[src/rtl/video_timing_defs.vh]
// Default 640x480@60 timing constants, shared with downstream HDMI/TMDS stages.
`ifndef VIDEO_TIMING_DEFS_VH
`define VIDEO_TIMING_DEFS_VH

`define VT_H_ACTIVE 640
`define VT_H_FP     16
`define VT_H_SYNC   96
`define VT_H_BP     48
`define VT_V_ACTIVE 480
`define VT_V_FP     10
`define VT_V_SYNC   2
`define VT_V_BP     33

`define VT_H_TOTAL (`VT_H_ACTIVE + `VT_H_FP + `VT_H_SYNC + `VT_H_BP)
`define VT_V_TOTAL (`VT_V_ACTIVE + `VT_V_FP + `VT_V_SYNC + `VT_V_BP)

`endif

[src/rtl/video_timing_gen_pkg.sv]
// Shared types for the video timing generator: counter width, FSM states,
// the registered output bundle and a half-open range helper.
package video_timing_gen_pkg;

  localparam int COUNT_W = 10;

  typedef logic [COUNT_W-1:0] count_t;

  typedef enum logic {
    WAIT_LOCK = 1'b0,
    RUN       = 1'b1
  } state_t;

  typedef struct packed {
    logic   running;
    logic   hsync;
    logic   vsync;
    logic   de;
    count_t x;
    count_t y;
    logic   line_start;
    logic   frame_start;
  } vid_out_t;

  // True when lo <= val < hi.
  function automatic logic in_window(count_t val, count_t lo, count_t hi);
    return (val >= lo) && (val < hi);
  endfunction

endpackage

[src/rtl/video_timing_gen_if.sv]
// Video timing output bundle; the generator drives it, sinks observe it.
interface video_timing_gen_if;
  import video_timing_gen_pkg::*;

  logic   running;
  logic   hsync;
  logic   vsync;
  logic   de;
  count_t x;
  count_t y;
  logic   line_start;
  logic   frame_start;

  modport master (
    output running, hsync, vsync, de, x, y, line_start, frame_start
  );

  modport slave (
    input running, hsync, vsync, de, x, y, line_start, frame_start
  );
endinterface

[src/rtl/sync_2ff.sv]
// Two-flop synchroniser for a single slow-changing status bit.
module sync_2ff (
  input  logic clk,
  input  logic rst,
  input  logic d,
  output logic q
);

  logic meta;

  // Shift the asynchronous bit through two flops; reset clears both.
  always_ff @(posedge clk) begin
    if (rst) begin
      meta <= 1'b0;
      q    <= 1'b0;
    end else begin
      meta <= d;
      q    <= meta;
    end
  end

endmodule

[src/rtl/video_timing_gen.sv]
// Lock-qualified raster timing generator: waits for a stable PLL lock, then
// scans h/v counters and emits registered, mutually aligned sync/DE/position.
`include "video_timing_defs.vh"

module video_timing_gen
  import video_timing_gen_pkg::*;
#(
  parameter int H_ACTIVE    = `VT_H_ACTIVE,
  parameter int H_FP        = `VT_H_FP,
  parameter int H_SYNC      = `VT_H_SYNC,
  parameter int H_BP        = `VT_H_BP,
  parameter int V_ACTIVE    = `VT_V_ACTIVE,
  parameter int V_FP        = `VT_V_FP,
  parameter int V_SYNC      = `VT_V_SYNC,
  parameter int V_BP        = `VT_V_BP,
  parameter bit HSYNC_POL   = 1'b0,
  parameter bit VSYNC_POL   = 1'b0,
  parameter int LOCK_CYCLES = 16
) (
  input  logic               clk_pixel,
  input  logic               rst,
  input  logic               pll_locked,
  video_timing_gen_if.master vid
);

  localparam int H_TOTAL = H_ACTIVE + H_FP + H_SYNC + H_BP;
  localparam int V_TOTAL = V_ACTIVE + V_FP + V_SYNC + V_BP;

  localparam count_t H_ACT     = count_t'(H_ACTIVE);
  localparam count_t H_SYNC_LO = count_t'(H_ACTIVE + H_FP);
  localparam count_t H_SYNC_HI = count_t'(H_ACTIVE + H_FP + H_SYNC);
  localparam count_t H_LAST    = count_t'(H_TOTAL - 1);
  localparam count_t V_ACT     = count_t'(V_ACTIVE);
  localparam count_t V_SYNC_LO = count_t'(V_ACTIVE + V_FP);
  localparam count_t V_SYNC_HI = count_t'(V_ACTIVE + V_FP + V_SYNC);
  localparam count_t V_LAST    = count_t'(V_TOTAL - 1);

  localparam int                QUAL_W    = $clog2(LOCK_CYCLES + 1);
  localparam logic [QUAL_W-1:0] QUAL_LAST = QUAL_W'(LOCK_CYCLES - 1);

  localparam vid_out_t IDLE_OUT = '{
    running:     1'b0,
    hsync:       ~HSYNC_POL,
    vsync:       ~VSYNC_POL,
    de:          1'b0,
    x:           '0,
    y:           '0,
    line_start:  1'b0,
    frame_start: 1'b0
  };

  logic              lock_s;
  state_t            state_reg, state_next;
  logic [QUAL_W-1:0] qual_reg, qual_next;
  count_t            h_reg, h_next;
  count_t            v_reg, v_next;
  vid_out_t          out_reg, out_next;

  sync_2ff u_lock_sync (
    .clk (clk_pixel),
    .rst (rst),
    .d   (pll_locked),
    .q   (lock_s)
  );

  // Register FSM state, qualification counter, raster counters and outputs.
  always_ff @(posedge clk_pixel) begin
    if (rst) begin
      state_reg <= WAIT_LOCK;
      qual_reg  <= '0;
      h_reg     <= '0;
      v_reg     <= '0;
      out_reg   <= IDLE_OUT;
    end else begin
      state_reg <= state_next;
      qual_reg  <= qual_next;
      h_reg     <= h_next;
      v_reg     <= v_next;
      out_reg   <= out_next;
    end
  end

  // Next-state logic: qualify lock, then scan the raster until lock drops.
  always_comb begin
    state_next = state_reg;
    qual_next  = qual_reg;
    h_next     = h_reg;
    v_next     = v_reg;
    case (state_reg)
      WAIT_LOCK: begin
        h_next = '0;
        v_next = '0;
        if (!lock_s) begin
          qual_next = '0;
        end else if (qual_reg == QUAL_LAST) begin
          // This cycle is the LOCK_CYCLES-th consecutive high sample.
          state_next = RUN;
          qual_next  = '0;
        end else begin
          qual_next = qual_reg + QUAL_W'(1);
        end
      end
      RUN: begin
        qual_next = '0;
        if (!lock_s) begin
          state_next = WAIT_LOCK;
          h_next     = '0;
          v_next     = '0;
        end else if (h_reg == H_LAST) begin
          h_next = '0;
          v_next = (v_reg == V_LAST) ? '0 : v_reg + count_t'(1);
        end else begin
          h_next = h_reg + count_t'(1);
        end
      end
      default: begin
        state_next = WAIT_LOCK;
        qual_next  = '0;
        h_next     = '0;
        v_next     = '0;
      end
    endcase
  end

  // Decode the current (h,v) into the next output word; a falling lock
  // blanks the outputs immediately rather than one cycle later.
  always_comb begin
    out_next = IDLE_OUT;
    if (state_reg == RUN && lock_s) begin
      out_next.running     = 1'b1;
      out_next.de          = (h_reg < H_ACT) && (v_reg < V_ACT);
      out_next.hsync       = in_window(h_reg, H_SYNC_LO, H_SYNC_HI) ? HSYNC_POL : ~HSYNC_POL;
      out_next.vsync       = in_window(v_reg, V_SYNC_LO, V_SYNC_HI) ? VSYNC_POL : ~VSYNC_POL;
      out_next.x           = out_next.de ? h_reg : '0;
      out_next.y           = out_next.de ? v_reg : '0;
      out_next.line_start  = (h_reg == '0) && (v_reg < V_ACT);
      out_next.frame_start = (h_reg == '0) && (v_reg == '0);
    end
  end

  assign vid.running     = out_reg.running;
  assign vid.hsync       = out_reg.hsync;
  assign vid.vsync       = out_reg.vsync;
  assign vid.de          = out_reg.de;
  assign vid.x           = out_reg.x;
  assign vid.y           = out_reg.y;
  assign vid.line_start  = out_reg.line_start;
  assign vid.frame_start = out_reg.frame_start;

endmodule

[src/flat_wrapper.sv]
// flat-port wrapper written by rule: the top's interface ports become plain ports
module video_timing_gen_flat import video_timing_gen_pkg::*;
#(
  parameter int H_ACTIVE    = `VT_H_ACTIVE,
  parameter int H_FP        = `VT_H_FP,
  parameter int H_SYNC      = `VT_H_SYNC,
  parameter int H_BP        = `VT_H_BP,
  parameter int V_ACTIVE    = `VT_V_ACTIVE,
  parameter int V_FP        = `VT_V_FP,
  parameter int V_SYNC      = `VT_V_SYNC,
  parameter int V_BP        = `VT_V_BP,
  parameter bit HSYNC_POL   = 1'b0,
  parameter bit VSYNC_POL   = 1'b0,
  parameter int LOCK_CYCLES = 16
)
  (clk_pixel, rst, pll_locked, vid_running, vid_hsync, vid_vsync, vid_de, vid_x, vid_y, vid_line_start, vid_frame_start);
  video_timing_gen_if vid_i ();
  input  logic clk_pixel;
  input  logic rst;
  input  logic pll_locked;
  output wire logic [$bits(vid_i.running)-1:0] vid_running;
  output wire logic [$bits(vid_i.hsync)-1:0] vid_hsync;
  output wire logic [$bits(vid_i.vsync)-1:0] vid_vsync;
  output wire logic [$bits(vid_i.de)-1:0] vid_de;
  output wire logic [$bits(vid_i.x)-1:0] vid_x;
  output wire logic [$bits(vid_i.y)-1:0] vid_y;
  output wire logic [$bits(vid_i.line_start)-1:0] vid_line_start;
  output wire logic [$bits(vid_i.frame_start)-1:0] vid_frame_start;
  assign vid_running = vid_i.running;
  assign vid_hsync = vid_i.hsync;
  assign vid_vsync = vid_i.vsync;
  assign vid_de = vid_i.de;
  assign vid_x = vid_i.x;
  assign vid_y = vid_i.y;
  assign vid_line_start = vid_i.line_start;
  assign vid_frame_start = vid_i.frame_start;
  video_timing_gen #(.H_ACTIVE(H_ACTIVE), .H_FP(H_FP), .H_SYNC(H_SYNC), .H_BP(H_BP), .V_ACTIVE(V_ACTIVE), .V_FP(V_FP), .V_SYNC(V_SYNC), .V_BP(V_BP), .HSYNC_POL(HSYNC_POL), .VSYNC_POL(VSYNC_POL), .LOCK_CYCLES(LOCK_CYCLES)) u_core (.clk_pixel(clk_pixel), .rst(rst), .pll_locked(pll_locked), .vid(vid_i));
endmodule
[config.mk]
export PLATFORM = sky130hd
export DESIGN_NAME = video_timing_gen_flat
export DESIGN_NICKNAME = d
export VERILOG_FILES = /design/src/rtl/video_timing_gen_pkg.sv /design/src/rtl/video_timing_gen_if.sv /design/src/rtl/sync_2ff.sv /design/src/rtl/video_timing_gen.sv /design/src/flat_wrapper.sv
export VERILOG_INCLUDE_DIRS = /design/src /design/src/rtl
export SDC_FILE = /design/constraint.sdc
export NUM_CORES = 1
export LEC_CHECK = 0
export ABC_CLOCK_PERIOD_IN_PS = 2400
export CAP_MARGIN = 0
export CELL_PAD_IN_SITES_DETAIL_PLACEMENT = 1
export CELL_PAD_IN_SITES_GLOBAL_PLACEMENT = 2
export CORE_MARGIN = 3
export CORE_UTILIZATION = 41
export DETAILED_ROUTE_END_ITERATION = 10
export DONT_BUFFER_PORTS = 1
export HOLD_SLACK_MARGIN = 0.08
export PLACE_DENSITY_LB_ADDON = 0.1
export SLEW_MARGIN = 20
export SYNTH_ARGS = -nofsm -noshare
export SYNTH_HDL_FRONTEND = slang
export SYNTH_SLANG_ARGS = --single-unit
[constraint.sdc]
create_clock -name clk_pixel -period 2.4 [get_ports clk_pixel]
set_input_delay 0.36 -clock clk_pixel [delete_from_list [all_inputs] [get_ports clk_pixel]]
set_output_delay 0.36 -clock clk_pixel [all_outputs]
set_load 0.005 [all_outputs]
==> run metrics, run 1 <==
ANT cells 0; Finish-stage setup viols 0; CP Data Arrival Time 2.09 ns; minimum clock period 1.91 ns; Setup WS pre-CTS 0.418 ns; main combinational cell family by area after synthesis simple AND/OR/NAND/NOR gates; Post-Synth XOR/XNOR Area 0.0438; YS warnings 0; TritonCTS Buffers 5; CTS tree built; Hold/Removal Path Class input pin to flip-flop; Die Y 75.8 um; Post-CTS Hold Fix Bufs 0; RSZ-0062 raised after global routing false; Post-Synth Simple-Gate Area 0.270; hold_ws 0.107 ns; Slew Viols, Final 0; CTS Root Cell clkbuf_8; vias in the first global route 1485; Syn Inst Count 206; outcome completed; clk_lat worst skew 0.31 ns; Top FF cell, synth dfxtp_1; Fill cells 519; Vias/cell 5.23; total nets after synthesis 215; clk buf depth 2; Max stage delay on crit path 0.51 ns; #FFs+latches synth 54; crit path kind flip-flop to flip-flop; sequential element share of the synthesized area 0.541; initial antenna violation count 0; setup_tns 0 ns; worst hold start rst; detailed-route wire length per cell 14.8 um; Core Box Area 4530 um2; CP delay by family, top compound AO/OA/AOI/OAI gates; chip width 75.8 um; Worst Path Required 2.58 ns; Pleak 0.754 nW; Syn Area/Cell 9.71 um2; largest net degree at the start of global routing 19; crit path max fanout 7; Overflow after GRT 0; Critical Path Start u_core.h_reg[0]; Post-CTS Setup Bufs 0; clock skew 0.00704 ns; Rel. slew slack 0.648; port bufs 0; First-pass DRT Iterations 3; final antenna-violating net count 0; Mapped Area 2000 um2; Synth-to-Final Area Change 6.76%; IO Pins 29; initial core utilization 0.441; Max-cap violations 0; GRT Total Usage 0.160; Residual DRC 0; crit path max-delay cell type o21ai_1; TritonCTS Sinks 54; HPWL Detailed 2980 um; Post-Route WL 4030 um; Compound-Gate Fraction of Synth Area 0.0651; post_cts resized 0; GPL Wtd Cong 0.775; share of cells above drive strength 1 0.0577; Tcrit/Tclk final 0.797; first-pass GRT wire length 6940 um; Synth cell types 31; clk slew on worst S/H paths 0.10 ns; Async SR Flop Fraction 0; Peak VDD IR 248 uV; critical path launch point type flip-flop; Crit path buffers/inverters 0; H-tree depth 2; number of synthesized flops with an enable pin 0; r2r startpoint u_core.h_reg[0]; final hold violations 0; post-synthesis mux area share 0; fmax 0.523 GHz; Worst Tran Pin Value 0.525 ns; critical-path cell list ha_1, and3_1, nand3_1, o21ai_1, a21oi_1; Detailed Route Iter0 Violations 35; power per cell area 663 nW/um2; row count 24; Final Power 1.42 mW; adder-cell share of the synthesized area 0.0375; Crit. End Element flip-flop; vias 1427; Nets 216; fin worst setup slack 0.487 ns; die area 5750 um2
-- metrics by stage --
| step | utilization | instance area, um2 | instances |
|---|---|---|---|
| finish | 0.471 | 2130 | 273 |
| global route | 0.471 | 2130 | 273 |
| CTS | 0.471 | 2130 | 273 |
| detailed placement | 0.450 | 2040 | 265 |
| global placement | 0.450 | 2040 | 265 |
| floorplan | - | 2000 | 206 |
-- cell families (layout without fill, tap and decap cells) --
kind of cell               Yosys count  count (layout)
xor gates and xnor gates            10              10
and+or+nand+nor                     98              98
adders and majority gates            6               6
buffers and inverters               16              18
other                                1               1
AOI/OAI and AO/OA                   21              21
DFF                                 54              54
-- per-layer routing --
layer	track usage	share of wire	vias up
li1	-	-	703
met1	0.207	0.49	686
met2	0.249	0.45	33
met3	0.0449	0.040	5
met4	0.0641	0.016	0
met5	0	0	-
-- cell usage after synthesis, types with 6 or more instances --
| master | number | area share |
|---|---|---|
| dfxtp_1 | 54 | 0.54 |
| nand3_1 | 15 | 0.038 |
| nor3_1 | 6 | 0.015 |
| and3_1 | 8 | 0.025 |
| o21ai_0 | 7 | 0.018 |
| nand2_1 | 8 | 0.015 |
| inv_1 | 9 | 0.017 |
| a21oi_1 | 9 | 0.023 |
| and2_1 | 15 | 0.047 |
| ha_1 | 6 | 0.038 |
| nor2_1 | 19 | 0.036 |
| xor2_1 | 7 | 0.031 |
-- power by group --
part           internal (mW)  switching [mW]  total, mW
clock network          0.211           0.301      0.512
logic                0.00193         0.00153    0.00346
registers              0.898         0.00147      0.900
-- cell usage in the layout (no fill, tap or decap), types with 3 or more instances in the layout --
cell,n
dfxtp_1,54
nor2_1,19
nand3_1,15
and2_1,15
inv_1,9
a21oi_1,9
and3_1,8
nand2_1,8
o21ai_0,7
xor2_1,7
nor3_1,6
ha_1,6
or3_1,5
clkbuf_8,5
nand4_1,4
nor2b_1,3
or4_1,3
xnor2_1,3
-- path summary, 6_finish.rpt --
check / slack, ns / cells past startpoint / end
hold reg to reg: 0.45 / 1 / u_core.u_lock_sync.q
setup reg to reg: 0.49 / 5 / u_core.v_reg[4]
hold / removal: 0.11 / 1 / u_core.u_lock_sync.meta
setup / recovery: 0.49 / 5 / u_core.v_reg[4]
-- area by class of cell --
class	count	area, um2	share of cell area
sequential	54	1080	0.506
multi-input combinational	136	837	0.392
tap	65	81.3	0.0381
clock buffer	5	68.8	0.0322
inverter	9	33.8	0.0158
clock inverter	3	25.0	0.0117
timing repair buffer	1	7.51	0.00352
(Power assumes the default switching activity.)
==> run 2: changes to the inputs <==
- ABC_CLOCK_PERIOD_IN_PS: 2400 -> 1950
- CORE_UTILIZATION: 41 -> 38
- clock period: 2.4 -> 1.95 ns (I/O delays scaled with it)
==> run metrics, run 2 (synthesis results as in run 1) <==
outcome completed; TritonCTS Sinks 54 (unchanged); die area 6170 um2 (+7.3%); Die Y 78.5 um (+3.6%); crit path max-delay cell type or4_1; first-pass GRT wire length 6720 um (-3.2%); ANT cells 0 (unchanged); Pleak 0.788 nW (+4.5%); Net Sw Frac 0.192 (-0.0227); Detailed Route Iter0 Violations 71 (+100%); clk buf depth 2 (unchanged); P_sw 355 uW (+17%); power per cell area 837 nW/um2 (+26%); HPWL Detailed 2860 um (-4.0%); TritonCTS Buffers 5 (unchanged); Critical Path Start u_core.h_reg[0]; Peak VDD IR 505 uV (+100%); RSZ-0062 raised after global routing false; GRT Total Usage 0.139 (-0.0207); Nets 222 (+2.8%); initial core utilization 0.407 (-0.0338); crit path kind flip-flop to flip-flop; Slew Viols, Final 0 (unchanged); commonest non-fill, non-tap cells in the layout dfxtp_1 (54), nor2_1 (19), nand3_1 (15), and2_1 (15); worst hold start pll_locked; r2r endpoint u_core.v_reg[8]; Post-Route WL 3880 um (-3.7%); crit path max fanout 14 (+7); share of cells above drive strength 1 0.0841 (+0.0264); vias 1422 (-0.35%); Residual DRC 0 (unchanged); Vias/cell 5.06 (-3.2%); critical path launch point type flip-flop; H-tree depth 2 (unchanged); internal cell power 1.49 mW (+34%); flop2flop setup slack 0.15 ns (-0.34 ns); Overflow after GRT 0 (unchanged); Max-cap violations 0 (unchanged); Layout Utilization 0.449 (-0.0216); power share of the sequential group 0.600 (-0.036); clock skew 0.00290 ns (-0.00414 ns); Worst Tran Pin Value 0.547 ns (+0.0217 ns); largest net degree at the start of global routing 18 (-1); commonest non-fill, non-tap cell in the layout dfxtp_1; final antenna-violating net count 0 (unchanged); row count 25 (+4.2%); CTS Root Cell clkbuf_8; CP delay by family, top simple AND/OR/NAND/NOR gates; CTS tree built; port bufs 0 (unchanged); IO Pins 29 (unchanged); clk slew on worst S/H paths 0.09 ns (about the same); Synth-to-Final Area Change 10.3%; r2r startpoint u_core.h_reg[0]; Tcrit/Tclk final 0.926 (+0.128); Core Box Area 4910 um2 (+8.3%); detailed-route wire length per cell 13.8 um (-6.4%); final hold violations 0 (unchanged); chip width 78.5 um (+3.6%); vias in the first global route 1424 (-4.1%); Worst Path Required 2.18 ns (-0.40 ns); minimum clock period 1.80 ns (-0.108 ns); hold worst-path end u_core.u_lock_sync.meta; power share of the clock group 0.397 (+0.035); Hold/Removal Path Class input pin to flip-flop; Crit path buffers/inverters 0 (unchanged); Max stage delay on crit path 0.51 ns (about the same); clk_lat worst skew 0.30 ns (about the same); fmax 0.554 GHz (+6.0%); CP Data Arrival Time 2.04 ns (-0.05 ns); Finish-stage setup viols 0 (unchanged); Final Power 1.85 mW (+30%); critical-path cell list ha_1, and3_2, a31oi_4, or4_1, a21oi_1; r2r worst-path depth 5 (unchanged); Rel. slew slack 0.635 (-0.0125); GPL Wtd Cong 0.795 (+2.6%); Logic pwr share 0.003 (about the same); DP Area 2080 um2 (+2.0%); initial antenna violation count 0 (unchanged); Crit. End Element flip-flop; Crit path depth 5 (unchanged); fin area 2210 um2 (+3.3%); First-pass DRT Iterations 4 (+1); setup_tns 0 ns (unchanged); Hold Path Stages 1 (unchanged)
## run 2: routing by layer
metal	wire, um	up-vias	GRT usage
li1	-	710	-
met1	1930	676	0.182
met2	1740	32	0.214
met3	175	4	0.0482
met4	38	0	0.0420
met5	0	-	0
## run 2: worst max-delay path by stage
stage,endpoint,slack (ns)
floorplan,u_core.v_reg[4],0.34
global placement,u_core.v_reg[8],0.23
detailed placement,u_core.v_reg[8],0.15
CTS,u_core.v_reg[8],0.12
global route,u_core.v_reg[7],0.04
finish,u_core.v_reg[8],0.15
## run 2: area by class of cell
type,instances,area [um2]
inverters,9,33.8
well taps,67,83.8
clock inverters,3,45.0
repair buffers,7,55.1
clock buffers,5,68.8
fillers,579,2710
flip-flops and latches,54,1080
multi-input cells,136,838
## run 2: worst reg2reg max path, delay by kind of cell, from the launching register on
| family | cells | cell delay (ns) |
|---|---|---|
| adder cells (fa/ha/maj) | 1 | 0.22 |
| AO/OA/AOI/OAI | 2 | 0.33 |
| flip-flops | 1 | 0.42 |
| AND/OR/NAND/NOR | 2 | 0.77 |
## run 2: metrics by stage
stage          setup slack (ns)  hold WS, ns  std cells
3_3_place_gp              0.233        0.365        272
3_5_place_dp              0.155        0.368        272
5_1_grt                  0.0416        0.121        281
6_report                  0.145        0.123        281
2_1_floorplan             0.339        0.364        206
4_1_cts                   0.119        0.119        281
## run 2: power by group through the flow
stage	Combinational [mW]	Clock, mW	Sequential (mW)
2_1_floorplan	0.00368	0	1.13
3_3_place_gp	0.00400	0	1.13
3_5_place_dp	0.00424	0	1.13
4_1_cts	0.00607	0.761	1.11
5_1_grt	0.00689	0.809	1.11
6_report	0.00594	0.732	1.11
## run 2: what timing repair did
item,4_1_cts,5_1_grt
setup endpoints to repair,0,2
hold buffers,1,0
resized for setup,0,1
hold endpoints to repair,2,0
setup buffers,0,0
==> run 3: changes to the inputs <==
- ABC_AREA: default -> 1
- CORE_UTILIZATION: 38 -> 30
==> run metrics, run 3 <==
die area 8270 um2 (+34%); Fill cells 863 (+49%); TritonCTS Sinks 54 (unchanged); Syn Inst Count 265 (+29%); Vias/cell 4.31 (-15%); #FFs+latches synth 54 (unchanged); Syn Area/Cell 8.17 um2 (-16%); power per cell area 741 nW/um2 (-11%); critical path launch point type flip-flop; Worst Path Required 2.15 ns (-0.03 ns); Post-Route WL 4760 um (+22%); IO Pins 29 (unchanged); post_cts resized 0 (unchanged); Core Box Area 6910 um2 (+41%); initial core utilization 0.313 (-0.0937); final antenna-violating net count 0 (unchanged); clk buf depth 2 (unchanged); Max-cap violations 0 (unchanged); Post-Layout Cell Count 369 (+31%); flop2flop setup slack 0.38 ns (+0.24 ns); Finish-stage setup viols 0 (unchanged); GRT Total Usage 0.126 (-0.0127); chip width 90.9 um (+16%); Synth cell types 30 (-3.2%); Hold/Removal Path Class input pin to flip-flop; placed insts 359 (+32%); First-pass DRT Iterations 4 (unchanged); Die Y 90.9 um (+16%); count leader, synth dfxtp_1; HPWL Detailed 3630 um (+27%); Slew Viols, Final 0 (unchanged); ANT cells 0 (unchanged); detailed-route wire length per cell 12.9 um (-6.8%); port bufs 0 (unchanged); Nets 281 (+27%); Top FF cell, synth dfxtp_1; Detailed Route Iter0 Violations 23 (-68%); initial antenna violation count 0 (unchanged); total nets after synthesis 274 (+27%); first-pass GRT wire length 8330 um (+24%); setup_tns 0 ns (unchanged); Overflow after GRT 0 (unchanged); H-tree depth 2 (unchanged); YS warnings 0 (unchanged); row count 30 (+20%); commonest non-fill, non-tap cells in the layout dfxtp_1 (54), nor2_1 (52), nand2_1 (44), inv_1 (37), nand3_1 (15); final hold violations 0 (unchanged); GPL Wtd Cong 0.730 (-8.2%); Async SR Flop Fraction 0 (unchanged); outcome completed; crit path kind flip-flop to flip-flop; largest net degree at the start of global routing 16 (-2); crit path max-delay cell type dfxtp_1; sequential element share of the synthesized area 0.499 (-0.0413); clk slew on worst S/H paths 0.10 ns (about the same); clock skew 0.00883 ns (+0.00594 ns); vias in the first global route 1700 (+19%); RSZ-0062 raised after global routing false; top cell type's share of synthesized area 0.499 (-0.0413); Synth top cells by count dfxtp_1 (54), nor2_1 (52), nand2_1 (44); number of synthesized flops with an enable pin 0 (unchanged); Pleak 0.891 nW (+13%); Max stage delay on crit path 0.40 ns (-0.11 ns); crit path max fanout 7 (-7); clk_lat worst skew 0.31 ns (about the same); Residual DRC 0 (unchanged); Tcrit/Tclk final 0.804 (-0.121); Mapped Area 2160 um2 (+8.3%); Layout Utilization 0.344 (-0.105); Synth-to-Final Area Change 9.77%; CTS Root Cell clkbuf_8; CP Data Arrival Time 1.77 ns (-0.27 ns); Crit. End Element flip-flop; vias 1589 (+12%); Synth area leader dfxtp_1; critical-path cell list ha_1, nand3_4, nor2_4, nand2_4, nand3_2, nand2_1, inv_1, a21oi_2; fmax 0.638 GHz (+15%); TritonCTS Buffers 5 (unchanged); Peak VDD IR 328 uV (-35%); commonest non-fill, non-tap cell in the layout dfxtp_1; minimum clock period 1.57 ns (-0.236 ns); main area contributors after synthesis dfxtp_1 (50%), nor2_1 (9.0%), nand2_1 (7.6%); CTS tree built; share of cells above drive strength 1 0.114 (+0.0294)
[run 3: timing repair]
item | in CTS | in global routing
hold buffers | 2 | 0
buffers inserted | 0 | 0
endpoints found under the hold margin | 3 | 0
[run 3: report_power, final]
| group | switching, mW | internal (mW) | leakage, nW |
|---|---|---|---|
| combinational | 0.00562 | 0.00456 | 0.407 |
| clock | 0.355 | 0.287 | 0.0482 |
| sequential | 0.00163 | 1.11 | 0.436 |
[run 3: cell type report]
cell class	count	area, um2	share of cell area
tap	96	120	0.0506
timing repair buffer	5	42.5	0.0179
inverter	40	150	0.0632
clock inverter	1	5.00	0.00211
sequential	54	1080	0.455
clock buffer	7	86.3	0.0363
multi-input combinational	166	891	0.375
[run 3: metal layers]
| metal | up-vias | wire (um) | share of wire | track usage |
|---|---|---|---|---|
| met5 | - | 0 | 0 | 0 |
| met4 | 0 | 78 | 0.016 | 0.0490 |
| met3 | 7 | 155 | 0.033 | 0.0290 |
| met2 | 21 | 2190 | 0.46 | 0.204 |
| met1 | 733 | 2340 | 0.49 | 0.163 |
| li1 | 828 | - | - | - |
[run 3: through the flow]
stage	setup WS, ns	hold WS, ns	power (mW)	cell area, um2
4_1_cts	0.351	0.141	1.80	2380
6_report	0.381	0.139	1.76	2380
3_5_place_dp	0.378	0.368	1.14	2260
2_1_floorplan	0.616	0.364	1.14	2160
5_1_grt	0.221	0.145	1.84	2380
3_3_place_gp	0.373	0.366	1.14	2260
[run 3: final timing paths]
kind                           startpoint              endpoint  cells after the start
setup / recovery          u_core.h_reg[0]       u_core.v_reg[6]                      8
hold / removal                        rst      u_core.vid.hsync                      2
setup reg to reg          u_core.h_reg[0]       u_core.v_reg[6]                      8
hold reg to reg   u_core.u_lock_sync.meta  u_core.u_lock_sync.q                      2
[run 3: cell families (layout without fill, tap and decap cells)]
| group | after synthesis | in the layout | share of synthesized area |
|---|---|---|---|
| adders and majority gates | 6 | 6 | 0.0347 |
| xor gates and xnor gates | 3 | 3 | 0.0121 |
| DFF | 54 | 54 | 0.499 |
| other | 1 | 1 | 0.00173 |
| and+or+nand+nor | 142 | 142 | 0.325 |
| buffers and inverters | 45 | 53 | 0.0890 |
| AOI/OAI and AO/OA | 14 | 14 | 0.0376 |
[run 3: worst max-delay path, delay by kind of cell, from the launching register on]
kind	cells	cell delay, ns
AO/OA/AOI/OAI	1	0.04
adder cells (fa/ha/maj)	1	0.25
buffers and inverters	1	0.17
flip-flops	1	0.40
AND/OR/NAND/NOR	5	0.61
